`config.mk`:
```
export PLATFORM = sky130hd
export DESIGN_NAME = seq_step_fsm
export DESIGN_NICKNAME = d
export VERILOG_FILES = /design/src/rtl/seq_step_fsm.sv
export SDC_FILE = /design/constraint.sdc
export NUM_CORES = 1
export LEC_CHECK = 0
export ABC_AREA = 0
export CAP_MARGIN = 10
export CORE_UTILIZATION = 48
export DETAILED_ROUTE_END_ITERATION = 16
export PLACE_DENSITY = 0.72
export SETUP_SLACK_MARGIN = 0.2
export SYNTH_ARGS = -nofsm -noshare
export SYNTH_HDL_FRONTEND = slang
export SYNTH_SLANG_ARGS = --single-unit
export TNS_END_PERCENT = 50
```
`constraint.sdc`:
```
create_clock -name clk -period 1.9 [get_ports clk]
set_clock_uncertainty 0.15 [all_clocks]
set_input_delay 0.19 -clock clk [delete_from_list [all_inputs] [get_ports clk]]
set_output_delay 0.19 -clock clk [all_outputs]
set_load 0.02 [all_outputs]
```
`src/rtl/seq_step_fsm.sv`:
```
// Moore sequence checker: walks go/adv handshake through NSTEP steps,
// with per-step dwell timeout, debounced recovery and sticky error count.
module seq_step_fsm #(
  parameter int NSTEP   = 2,
  parameter int TIMEOUT = 15,
  parameter int RECOVER = 1,
  parameter int CNT_W   = 4,
  parameter int ERR_W   = 8
) (
  input  logic             clk,
  input  logic             rst,
  input  logic             go,
  input  logic             adv,
  input  logic             clr,
  output logic [NSTEP-1:0] step,
  output logic             busy,
  output logic             done,
  output logic             err,
  output logic             err_flag,
  output logic [ERR_W-1:0] err_cnt
);

  localparam int IW = (NSTEP > 1) ? $clog2(NSTEP) : 1;

  localparam logic [IW-1:0] LAST =
    IW'(NSTEP - 1);
  localparam logic [CNT_W-1:0] TO_LAST =
    CNT_W'((TIMEOUT > 0) ? TIMEOUT - 1 : 0);
  localparam logic [CNT_W-1:0] RC_LAST =
    CNT_W'(RECOVER - 1);

  typedef enum logic [1:0] {
    S_IDLE,
    S_STEP,
    S_ERR
  } state_t;

  state_t           st, st_d;
  logic [IW-1:0]    idx, idx_d;
  logic [CNT_W-1:0] cnt, cnt_d;
  logic             fin;
  logic             hold;

  logic [NSTEP-1:0] step_d;
  logic             ent;
  logic             flag_d;
  logic [ERR_W-1:0] ecnt_base, ecnt_d;

  always_comb begin
    st_d  = st;
    idx_d = idx;
    cnt_d = cnt;
    fin   = 1'b0;
    hold  = 1'b0;
    unique case (st)
      S_IDLE: begin
        if (go) begin
          cnt_d = '0;
          idx_d = '0;
          st_d  = adv ? S_STEP : S_ERR;
        end
      end
      S_STEP: begin
        if (idx != LAST) begin
          if (!adv) begin
            hold = 1'b1;
          end else if (go) begin
            idx_d = idx + 1'b1;
            cnt_d = '0;
          end else begin
            st_d  = S_ERR;
            cnt_d = '0;
          end
        end else begin
          if (adv) begin
            hold = 1'b1;
          end else if (go) begin
            st_d = S_IDLE;
            fin  = 1'b1;
          end else begin
            st_d  = S_ERR;
            cnt_d = '0;
          end
        end
        // explicit moves already resolved; timeout only cuts a hold
        if (hold) begin
          if (TIMEOUT > 0 && cnt == TO_LAST) begin
            st_d  = S_ERR;
            cnt_d = '0;
          end else begin
            cnt_d = cnt + 1'b1;
          end
        end
      end
      S_ERR: begin
        if (go) begin
          cnt_d = '0;
        end else if (cnt == RC_LAST) begin
          st_d  = S_IDLE;
          cnt_d = '0;
        end else begin
          cnt_d = cnt + 1'b1;
        end
      end
      default: begin
        st_d  = S_IDLE;
        cnt_d = '0;
      end
    endcase
  end

  // outputs decode the next state so they align with the state register
  always_comb begin
    step_d = '0;
    if (st_d == S_STEP)
      step_d = NSTEP'(1) << idx_d;
    ent       = (st_d == S_ERR) && (st != S_ERR);
    flag_d    = ent | (err_flag & ~clr);
    ecnt_base = clr ? '0 : err_cnt;
    ecnt_d    = ecnt_base;
    if (ent && !(&ecnt_base))
      ecnt_d = ecnt_base + 1'b1;
  end

  always_ff @(posedge clk) begin
    if (rst) begin
      st       <= S_IDLE;
      idx      <= '0;
      cnt      <= '0;
      step     <= '0;
      busy     <= 1'b0;
      done     <= 1'b0;
      err      <= 1'b0;
      err_flag <= 1'b0;
      err_cnt  <= '0;
    end else begin
      st       <= st_d;
      idx      <= idx_d;
      cnt      <= cnt_d;
      step     <= step_d;
      busy     <= (st_d == S_STEP);
      done     <= fin;
      err      <= (st_d == S_ERR);
      err_flag <= flag_d;
      err_cnt  <= ecnt_d;
    end
  end

endmodule

```
==> impl_metrics.ini <==
[routing]
wl_per_cell_um = 18.6
drtIter0Drc = 49
vias_per_cell = 5.97
first_pass_iters = 4
vias = 1481
ant_nets = 0
wl_um = 4610
drc = 0

[worst_setup_path]
regToRegSetupSlack_ns = -0.24
critPathRequiredTime_ns = 2.00
setup.worst_path.class = reg -> reg
start_kind = register
cp_max_fo = 5
crit_path_end_kind = register
cp_data_arrival_time_ns = 2.24

[pwr]
ir_worst_vdd_mv = 0.407
p_sw_uw = 359
leakagePower_uw = 0.000969
clkPwrFrac_pct = 22.9
power_uw = 1080
switching_share_pct = 33.2
seq_power_share_pct = 43.1
p_int_uw = 721
p_per_area_mw_per_mm2 = 485
p_comb_share_pct = 34.0

[synth]
synth.top_cell.area_share_pct = 32.2
yosys.area.top_type = dfxtp_1
synthFlopType = dfxtp_1
synth-seq-area-share_pct = 32.2
synth-edff-count = 0
ys_async_sr_fraction_pct = 0
syn-instance-count = 149
ys_top_cells_by_count = dfxtp_1, nand2_1, inv_1
syn_nets = 164
synth_area_leaders = dfxtp_1, ha_1, mux2i_1, nand3_1, nand2_1
synth_cell_types = 42
syn_avg_cell_area_um2 = 8.77
syn_area_mm2 = 0.00131
yosysMostFrequentCell = dfxtp_1
synth-seq-cells = 21
yosysWarningCount = 0

[final_layout]
finish.utilization_pct = 88.1
final_layout_size_suffix_gt1_share_pct = 51.4
area_growth_pct = 70.2
n_antenna_cell = 0
layout.cells.non_filler = 248
nNetsFinal = 234

[clocking]
cts_buffer_depth = 2
cts_sinks = 21
cts.clk_slew.worst_paths_ns = 0.14
cts-buffers-inserted = 3
root_buffer = clkbuf_4
clk_latency_ns = 0.33
cts_tree = yes
postCtsHoldBufs = 0
htree_levels = 1

[global_route]
grt_overflow_total = 0
first_global_vias = 1363
grt_usage_pct = 30.3
grt_pass1_wl_um = 6250
antenna_found_initial = 0
grt_max_degree = 13

[timing]
max_freq_mhz = 467
hold_ws_ns = 0.367
setup_viol = 12
drv_slew = 0
setup_slack_ns = -0.240
tightest_slew_ns = 0.375
period_share_pct = 113
period_minus_slack_ns = 2.14
finalHoldViolCount = 0
rsz0062_at_grt = yes
relSlewSlack_pct = 74.9

[place]
port_buffers = 18
gp_congestion = 0.868
dp_hpwl_um = 2690
placed_cells = 238
preCtsSetupSlack_ns = -0.600

[run_status]
failed_checks = negative setup slack
outcome = finished, violations left

[floorplanning]
row_count = 18
io_pins = 19
core_area_mm2 = 0.00252
die_width_um = 54.2
design.die.area_mm2 = 0.00293
die_h_um = 54.2
start_util_pct = 51.8

[min_path]
hold_class = in -> reg

[flow_run]
cap_violations = 0
## what timing repair did
item,CTS,global route
setup buffers,4,2
resized for setup,52,20
pin swaps,23,11
hold endpoints to repair,0,0
setup endpoints to repair,24,19
## stage by stage
step	cell area, um^2	TNS [ns]
final	2220	-1.59
after global routing	2220	-2.19
after CTS	2120	-0.908
after detailed placement	1900	-8.63
after global placement	1900	-7.56
after floorplan	1370	-0.466
## registers in the layout (all words and copies together), names as in the netlist, 2 cells and up
name and count:
step 2, st 2, cnt 4, err_cnt 8
## power groups by stage
stage | Clock (uW) | Sequential, uW | Combinational [uW]
finish | 247 | 465 | 367
global route | 256 | 467 | 386
CTS | 241 | 464 | 312
detailed placement | 0 | 473 | 278
global placement | 0 | 472 | 272
floorplan | 0 | 486 | 126
## per-layer routing
| metal | up-vias | track usage, % | part of all wire, % |
|---|---|---|---|
| li1 | 682 | - | - |
| met1 | 727 | 39.2 | 42 |
| met2 | 55 | 50.0 | 50 |
| met3 | 17 | 3.39 | 4.5 |
| met4 | 0 | 13.2 | 4.0 |
| met5 | - | 0 | 0 |
## layout by cell type (no fill, tap or decap), drive strengths merged, types with 2 or more instances in the layout
master,instances
or3,5
a21o,3
clkbuf,3
buf,50
dfxtp,21
nor2b,5
a32o,3
nand4,2
ha,10
o21ai,4
mux2,4
or3b,2
nand3,10
dlygate4sd2,9
clkdlybuf4s50,8
nor3,2
nor2,7
a21oi,9
a211oi,6
and2,5
nand2,13
inv,11
mux2i,6
and3,6
## final timing paths
check | from | to | depth (start not counted)
max reg2reg | err_cnt[0] | err_cnt[5] | 7
min | go | done | 4
max | err_cnt[0] | err_cnt[5] | 7
min reg2reg | err_cnt[6] | err_cnt[6] | 2
## worst max-delay path, stage by stage (launching register included)
cell and delay, ns:
dfxtp_4 0.37, nor2b_4 0.13, ha_4 0.17, and4_4 0.16
a211oi_4 0.38, nand3_1 0.17, a211oi_2 0.21, mux2_4 0.31
## cell type report
type / instances / area [um^2]
multi-input combinational: 114 / 1100
timing repair buffer: 68 / 577
sequential: 21 / 437
fill: 132 / 299
inverter: 11 / 46.3
tap: 30 / 37.5
clock buffer: 3 / 22.5
clock inverter: 1 / 5.00
## cell families after synthesis
family	synth area share, %
and+or+nand+nor	28.2
AOI/OAI and AO/OA	17.4
DFF	32.2
adders and majority gates	9.58
buffers and inverters	4.60
muxes	8.05
Note: power is estimated with default switching activity, not from simulation.
